File: config.mk
export PLATFORM = sky130hd
export DESIGN_NAME = instr_fetch
export DESIGN_NICKNAME = d
export VERILOG_FILES = /design/src/rtl/instr_fetch.sv
export SDC_FILE = /design/constraint.sdc
export NUM_CORES = 1
export LEC_CHECK = 0
export ABC_AREA = 1
export CAP_MARGIN = 15
export CELL_PAD_IN_SITES_DETAIL_PLACEMENT = 0
export CELL_PAD_IN_SITES_GLOBAL_PLACEMENT = 1
export CORE_MARGIN = 2
export CORE_UTILIZATION = 35
export DETAILED_ROUTE_END_ITERATION = 10
export PLACE_DENSITY_LB_ADDON = 0.1
export SYNTH_ARGS = -nofsm -noshare
export SYNTH_HDL_FRONTEND = slang
export SYNTH_SLANG_ARGS = --single-unit
export TNS_END_PERCENT = 10
File: constraint.sdc
create_clock -name clk -period 1.9 [get_ports clk]
set_input_delay 0.285 -clock clk [delete_from_list [all_inputs] [get_ports clk]]
set_output_delay 0.285 -clock clk [all_outputs]
set_load 0.01 [all_outputs]
File: src/rtl/instr_fetch.sv
// Instruction fetch unit: small program RAM, step/run triggered fetch, issue handshake and HALT.
// Optional feature: define IFETCH_JUMP_EN to make opcode 4'b1011 an internal jump (pc = ir[3:0]).
module instr_fetch #(
    parameter int unsigned DEPTH_LOG2 = 4,
    parameter int unsigned TICK_DIV   = 22
) (
    input  logic                  clk,
    input  logic                  rst,
    input  logic                  load_we,
    input  logic [DEPTH_LOG2-1:0] load_addr,
    input  logic [15:0]           load_data,
    input  logic                  step,
    input  logic                  run,
    input  logic                  ir_ready,
    output logic [15:0]           ir,
    output logic                  ir_valid,
    output logic [DEPTH_LOG2-1:0] pc,
    output logic                  halted
);

    localparam int unsigned Words = 1 << DEPTH_LOG2;
    localparam logic [3:0] OpHalt = 4'b1111;
`ifdef IFETCH_JUMP_EN
    localparam logic [3:0] OpJump = 4'b1011;
`endif

    typedef enum logic [1:0] {StIdle, StFetch, StIssue, StHalt} state_e;

    state_e                state_q, state_d;
    logic [15:0]           mem_q [Words];
    logic [15:0]           mem_rd;
    logic [15:0]           ir_q, ir_d;
    logic [DEPTH_LOG2-1:0] pc_q, pc_d;
    logic [TICK_DIV-1:0]   tick_q, tick_d;
    logic                  step_q;
    logic                  trigger;

    // Program memory has no reset so a program survives rst and can be loaded during it.
    always_ff @(posedge clk) begin
        if (load_we) begin
            mem_q[load_addr] <= load_data;
        end
    end

    // Asynchronous read sees the pre-write word when load and FETCH collide.
    assign mem_rd  = mem_q[pc_q];
    assign trigger = (step & ~step_q) | (run & (&tick_q));

    // State register
    always_ff @(posedge clk) begin
        if (rst) begin
            state_q <= StIdle;
        end else begin
            state_q <= state_d;
        end
    end

    // Next-state logic
    always_comb begin
        state_d = state_q;
        unique case (state_q)
            StIdle: begin
                if (trigger) state_d = StFetch;
            end
            StFetch: begin
                if (mem_rd[15:12] == OpHalt) begin
                    state_d = StHalt;
`ifdef IFETCH_JUMP_EN
                end else if (mem_rd[15:12] == OpJump) begin
                    state_d = StFetch;
`endif
                end else begin
                    state_d = StIssue;
                end
            end
            StIssue: begin
                if (ir_ready) state_d = StIdle;
            end
            StHalt: state_d = StHalt;
            default: state_d = StIdle;
        endcase
    end

    // FSM outputs
    always_comb begin
        ir_valid = (state_q == StIssue);
        halted   = (state_q == StHalt);
    end

`ifdef IFETCH_JUMP_EN
    logic [31:0] jump_wide;
    assign jump_wide = {28'd0, mem_rd[3:0]};
`endif

    // Datapath next-state
    always_comb begin
        pc_d   = pc_q;
        ir_d   = ir_q;
        tick_d = '0;
        if (state_q == StIdle && run && !trigger) begin
            tick_d = tick_q + 1'b1;
        end
        unique case (state_q)
            StFetch: begin
                ir_d = mem_rd;
`ifdef IFETCH_JUMP_EN
                if (mem_rd[15:12] == OpJump) begin
                    pc_d = jump_wide[DEPTH_LOG2-1:0];
                end
`endif
            end
            StIssue: begin
                if (ir_ready) pc_d = pc_q + 1'b1;
            end
            default: ;
        endcase
    end

    always_ff @(posedge clk) begin
        if (rst) begin
            pc_q   <= '0;
            ir_q   <= '0;
            tick_q <= '0;
            step_q <= 1'b0;
        end else begin
            pc_q   <= pc_d;
            ir_q   <= ir_d;
            tick_q <= tick_d;
            step_q <= step;
        end
    end

    assign ir = ir_q;
    assign pc = pc_q;

endmodule
==> results of run 1 <==
==> cell families after synthesis <==
kind of cell / after synthesis / share of synthesized area [%]
fa+ha+maj: 2 / 0.203
compound gates: 181 / 8.72
xor+xnor: 19 / 1.35
flops: 305 / 70.4
buf+inv: 143 / 5.33
simple gates: 413 / 14.0
==> worst max-delay path, cell delays in order, from the launching register on <==
cell	delay (ns)
sky130_fd_sc_hd__dfxtp_1	0.38
sky130_fd_sc_hd__nand2_1	0.07
sky130_fd_sc_hd__inv_1	0.05
sky130_fd_sc_hd__clkdlybuf4s50_1	0.52
==> Yosys cell counts, drive strengths merged (11+ instances only) <==
cell	instances
buf	33
nand2	116
o21ai	116
nand3	75
clkbuf	23
dfxtp	49
edfxtp	256
xor2	13
o22ai	16
inv	87
nor2	207
o221ai	32
o211ai	11
==> path summary, 6_finish.rpt <==
kind                                 from                  to  slack [ns]  cells after the start
setup / recovery  state_q[0]$_SDFFE_PP0P_              halted        0.09                      3
hold / removal                       step   step_q$_SDFF_PP0_        0.31                      3
setup reg to reg                 register  ir[6]$_SDFFE_PP0P_        0.12                      9
hold reg to reg        pc[3]$_SDFFE_PP0P_            register        0.48                      1
==> state kept, by name, summed over array words and instances (netlist names), named ones only <==
name,flops
ir,16
tick_q,22
step_q,1
state_q,2
pc,4
mem_q,256
==> final cells by class <==
cell class	count	area share (%)
sequential	305	57.7
multi-input combinational	615	20.2
timing repair buffer	121	8.64
clock buffer	49	6.74
tap	455	3.78
inverter	87	2.18
clock inverter	18	0.740
==> power by group <==
| part | internal [mW] | switching [mW] |
|---|---|---|
| clock | 3.88 | 2.65 |
| sequential | 7.43 | 0.0631 |
| combinational | 0.477 | 0.743 |
==> routing by layer <==
layer,global-route usage (%),up-vias,routed length [µm],share of wire [%]
li1,-,3940,-,-
met5,0,-,0,0
met4,4.23,0,474,1.5
met3,2.92,37,1280,4.2
met2,26.7,165,13800,45
met1,25.1,3904,15200,50
==> metrics by stage <==
stage | setup slack, ns | cells | instance area, µm²
after CTS | 0.0573 | 1650 | 15000
final | 0.0899 | 1650 | 15000
after global routing | 0.00432 | 1650 | 15000
after floorplan | 0.326 | 1063 | 12300
after detailed placement | 0.133 | 1583 | 13900
after global placement | 0.122 | 1583 | 13900
==> results.py, run 1 <==
metrics = {
    "route": {
        "drtPass1Iterations": 5,
        "route.detailed.vias_per_inst": 4.88,
        "detail-route-antenna-nets": 0,
        "via_count": 8046,
        "detail_route.wl_per_cell_um": 18.6,
        "first_iter_violations": 479,
        "residual_drc_count": 0,
        "finalWirelength_um": 30800,
    },
    "power": {
        "power.ir.vdd_worst_uv": 692,
        "report.power.total_mw": 15.2,
        "p_leak_nw": 5.35,
        "power.density_cell_area_nw_per_um2": 1010,
    },
    "timing": {
        "whs_ns": 0.314,
        "timing.slew.headroom_pct": 57.2,
        "finalCritPeriodShare_pct": 95.3,
        "drv_slew": 0,
        "fin_worst_skew_ns": 0.00996,
        "rsz0062_at_grt": "false",
        "achievable-frequency_ghz": 0.552,
        "final.setup.tns_ns": 0,
        "timing.final.setup_violations": 0,
        "tightestPinTransition_ns": 0.640,
        "finalWorstPathRequiredPeriod_ns": 1.81,
        "timing.final.hold_violations": 0,
    },
    "grt": {
        "grt_remaining_overflow": 0,
        "first_global_vias": 7896,
        "antenna_found_initial": 0,
        "maximum_number_of_pins_on_one_net_before_global_route_repair": 46,
        "wire_length_of_the_first_global_routing_pass_um": 47500,
        "grt_util_all_layers_pct": 17.2,
    },
    "placed_design": {
        "place_congestion": 0.749,
        "port_buffers": 47,
        "detailedPlacementHpwl_um": 19700,
    },
    "final_layout": {
        "syn_to_final_growth_pct": 22.2,
        "most-common-layout-cells": "sky130_fd_sc_hd__edfxtp_1, sky130_fd_sc_hd__nor2_1, sky130_fd_sc_hd__o21ai_0",
        "design.final.nets": 1195,
        "layout.cells.most_common": "sky130_fd_sc_hd__edfxtp_1",
        "antenna_cells": 0,
        "seqCellArea_um2": 8670,
        "multi_input_area_um2": 3050,
        "fillerInstances": 3292,
        "post_route_cells_drive_above_1_share_pct": 13.1,
        "final_core_util_pct": 43.4,
    },
    "clocking": {
        "count_of_buffers_added_by_post_cts_timing_repair_for_setup": 0,
        "tritoncts": "built",
        "cts_hold_buffers": 0,
        "cts_inserted_buffers": 37,
        "cts-root-to-sink-buffers": 3,
        "clk_transition_reported_paths_ns": 0.05,
        "clock_sinks": 305,
        "clock-root-buffer": "sky130_fd_sc_hd__clkbuf_16",
        "h-tree-depth": 2,
        "clkLatencyLatePin_ns": 0.52,
        "cts_resized": 3,
    },
    "yosys": {
        "synth_seq_area_share_pct": 70.4,
        "synth_ff_type": "sky130_fd_sc_hd__edfxtp_1",
        "synthesized_nets": 1091,
        "synth_enable_flop_cells": 256,
        "synth_top_area_share_pct": 62.5,
        "synth_warnings": 0,
        "synth.cell_area_um2": 12300,
        "postSynthRegisterBits": 305,
        "synth_cells": 1063,
        "synth_largest_area_cell": "sky130_fd_sc_hd__edfxtp_1",
        "netlist-cell-type-count": 31,
        "async_reset_ff_share_pct": 0,
        "area_contributors_post_synth": "sky130_fd_sc_hd__edfxtp_1, sky130_fd_sc_hd__dfxtp_1, sky130_fd_sc_hd__nor2_1, sky130_fd_sc_hd__o21ai_0, sky130_fd_sc_hd__nand2_1",
        "postSynthAreaPerCell_um2": 11.6,
    },
    "run": {
        "max-cap-violations": 0,
    },
    "worst_setup_path": {
        "worst_setup_path_end_kind": "output port",
        "cp_data_arrival_time_ns": 1.53,
        "setup.worst_path.class": "register to output port",
        "crit_path_start_kind": "register",
        "crit_fanout": 4,
        "worstPathRequired_ns": 1.62,
    },
    "floorplanning": {
        "initial_core_util_pct": 35.5,
        "die_width_um": 192,
        "floorplan.io_pins": 48,
        "fp-row-count": 68,
        "coreArea_um2": 34600,
        "design.die.area_um2": 36700,
        "die_y_um": 192,
    },
    "worst_hold_path": {
        "worstHoldPathType": "input pin to register",
    },
    "status": {
        "run_status": "finished clean",
    },
}
No activity file was read; power rests on OpenSTA's default activity.
==> run 2: changes to the inputs <==
==> constraint.sdc (replaced) <==
create_clock -name clk -period 1.6 [get_ports clk]
set_input_delay 0.4 -clock clk [delete_from_list [all_inputs] [get_ports clk]]
set_output_delay 0.4 -clock clk [all_outputs]
set_load 0.01 [all_outputs]
==> results.py, run 2 (same netlist as run 1, synthesis figures left out) <==
metrics = {
    "timing": {
        "final.setup.tns_ns": -0.992,
        "timing.slew.headroom_pct": 63.9,
        "rsz0062_at_grt": "true",
        "achievable-frequency_ghz": 0.578,
        "tightestPinTransition_ns": 0.540,
        "fin_worst_skew_ns": 0.0161,
        "drv_slew": 0,
        "whs_ns": 0.478,
        "timing.final.setup_violations": 17,
        "finalWorstPathRequiredPeriod_ns": 1.73,
        "finalCritPeriodShare_pct": 108,
        "layout_setup_ws_ns": -0.129,
        "timing.final.hold_violations": 0,
    },
    "worst_setup_path": {
        "worst_setup_path_end_kind": "register",
        "crit_fanout": 12,
        "worstPathBufferInverterCount": 3,
        "critical-path-top-delay-family": "buffers and inverters",
        "worstPathRequired_ns": 2.00,
        "cpPeakStageDelay_ns": 0.42,
        "setup.worst_path.class": "register to register",
        "cp_data_arrival_time_ns": 2.13,
        "reg2reg_depth": 8,
        "cp_slowest_cell": "sky130_fd_sc_hd__dfxtp_4",
        "crit_path_start_kind": "register",
        "path_depth": 8,
        "cp_cell_sequence": "clkinv_8 -> bufbuf_16 -> nor2_1 -> o221ai_2 -> nand3_1 -> o211ai_1 -> nand2_1 -> inv_1",
    },
    "route": {
        "via_count": 8416,
        "top_layer": "met4",
        "first_iter_violations": 600,
        "residual_drc_count": 0,
        "detail_route.wl_per_cell_um": 19.9,
        "met3RoutedLength_um": 1570,
        "drtPass1Iterations": 5,
        "met1Wirelength_um": 16500,
        "route.detailed.vias_per_inst": 4.92,
        "finalWirelength_um": 33900,
        "detail-route-antenna-nets": 0,
        "wl_met2_um": 15300,
    },
    "placed_design": {
        "pre_cts_ws_ns": -0.316,
        "placed_cells": 1632,
        "placement.cell_area_um2": 14400,
        "place_congestion": 0.764,
        "port_buffers": 47,
        "detailedPlacementHpwl_um": 20600,
    },
    "final_layout": {
        "layout.cells.most_common": "sky130_fd_sc_hd__edfxtp_1",
        "largest_register": "mem_q",
        "layout.cells.non_filler": 1709,
        "final_core_util_pct": 46.9,
        "design.final.nets": 1258,
        "most-common-layout-cells": "sky130_fd_sc_hd__edfxtp_1, sky130_fd_sc_hd__nor2_1, sky130_fd_sc_hd__nand2_1",
        "seqCellArea_um2": 8680,
        "largest_register_ff_count": 256,
        "fillerInstances": 3211,
        "post_route_cells_drive_above_1_share_pct": 22.8,
        "postLayoutCellArea_um2": 16200,
        "multi_input_area_um2": 3420,
        "syn_to_final_growth_pct": 32.0,
    },
    "grt": {
        "first_global_vias": 8307,
        "antenna_found_initial": 0,
        "grt_util_all_layers_pct": 18.6,
        "maximum_number_of_pins_on_one_net_before_global_route_repair": 49,
        "wire_length_of_the_first_global_routing_pass_um": 50700,
        "grt_remaining_overflow": 0,
    },
    "clocking": {
        "h-tree-depth": 2,
        "clock_sinks": 305,
        "clk_transition_reported_paths_ns": 0.06,
        "cts_hold_buffers": 0,
        "clkLatencyLatePin_ns": 0.51,
        "cts-root-to-sink-buffers": 3,
        "tritoncts": "built",
        "clock-root-buffer": "sky130_fd_sc_hd__clkbuf_16",
        "cts_inserted_buffers": 36,
    },
    "power": {
        "p_leak_nw": 5.99,
        "power.ir.vdd_worst_uv": 784,
        "power.density_cell_area_nw_per_um2": 1120,
        "report.power.total_mw": 18.2,
    },
    "run": {
        "max-cap-violations": 0,
    },
    "floorplanning": {
        "coreArea_um2": 34600,
        "initial_core_util_pct": 35.5,
        "fp-row-count": 68,
        "design.die.area_um2": 36700,
        "die_y_um": 192,
        "die_width_um": 192,
        "floorplan.io_pins": 48,
    },
    "status": {
        "run_status": "finished with violations",
        "failed_checks": "setup timing",
    },
    "worst_hold_path": {
        "worstHoldPathType": "register to register",
        "hold_path_depth": 1,
    },
}
[run 2: cell types whose count changed in the layout (fill, tap and decap cells not counted), moves of 8 or more]
cell / previous run / this run
sky130_fd_sc_hd__nand2_1: 114 / 105
sky130_fd_sc_hd__buf_12: 22 / 36
sky130_fd_sc_hd__o221ai_2: 0 / 9
sky130_fd_sc_hd__nand3_1: 71 / 41
sky130_fd_sc_hd__o21ai_1: 0 / 36
sky130_fd_sc_hd__clkdlybuf4s50_1: 46 / 25
sky130_fd_sc_hd__o21ai_0: 116 / 70
sky130_fd_sc_hd__buf_16: 0 / 8
sky130_fd_sc_hd__buf_6: 0 / 10
sky130_fd_sc_hd__buf_4: 52 / 79
sky130_fd_sc_hd__nand3_2: 4 / 29
sky130_fd_sc_hd__o221ai_1: 32 / 23
sky130_fd_sc_hd__dlygate4sd2_1: 1 / 20
sky130_fd_sc_hd__o21ai_2: 0 / 10
[run 2: where the power goes]
| group | switching (mW) | total (mW) | internal (mW) |
|---|---|---|---|
| sequential | 0.0803 | 8.90 | 8.82 |
| combinational | 1.05 | 1.83 | 0.776 |
| clock | 3.07 | 7.47 | 4.41 |
| total | 4.20 | 18.2 | 14.0 |
[run 2: layout make-up]
| class | instances | share of cell area, % |
|---|---|---|
| diodes | 1 | 0.0154 |
| clock buffers | 45 | 5.94 |
| clock inverters | 16 | 0.608 |
| inverters | 87 | 2.09 |
| multi-input cells | 616 | 21.1 |
| flip-flops and latches | 305 | 53.4 |
| well taps | 455 | 3.50 |
| repair buffers | 184 | 13.4 |
[run 2: what timing repair did]
action | in CTS | in global routing
cloned | 7 | 2
resized for setup | 95 | 92
setup endpoints to repair | 61 | 41
pin swaps | 27 | 43
setup buffers | 6 | 1
[run 2: path summary, 6_finish.rpt]
check | start | endpoint | slack (ns)
max reg2reg | register | ir[3]$_SDFFE_PP0P_ | -0.13
min reg2reg | pc[3]$_SDFFE_PP0P_ | pc[3]$_SDFFE_PP0P_ | 0.48
min | pc[3]$_SDFFE_PP0P_ | pc[3]$_SDFFE_PP0P_ | 0.48
max | register | ir[3]$_SDFFE_PP0P_ | -0.13
[run 2: worst reg2reg max path, delay by kind of cell, from the launching register on]
kind / cells / cell delay [ns]
simple gates: 3 / 0.40
buf+inv: 3 / 0.47
compound gates: 2 / 0.34
flops: 1 / 0.42
[run 2: per-layer routing]
layer	up-vias	global-route usage, %
met5	-	0
li1	4077	-
met4	0	4.29
met2	189	28.8
met1	4115	27.7
met3	35	2.48
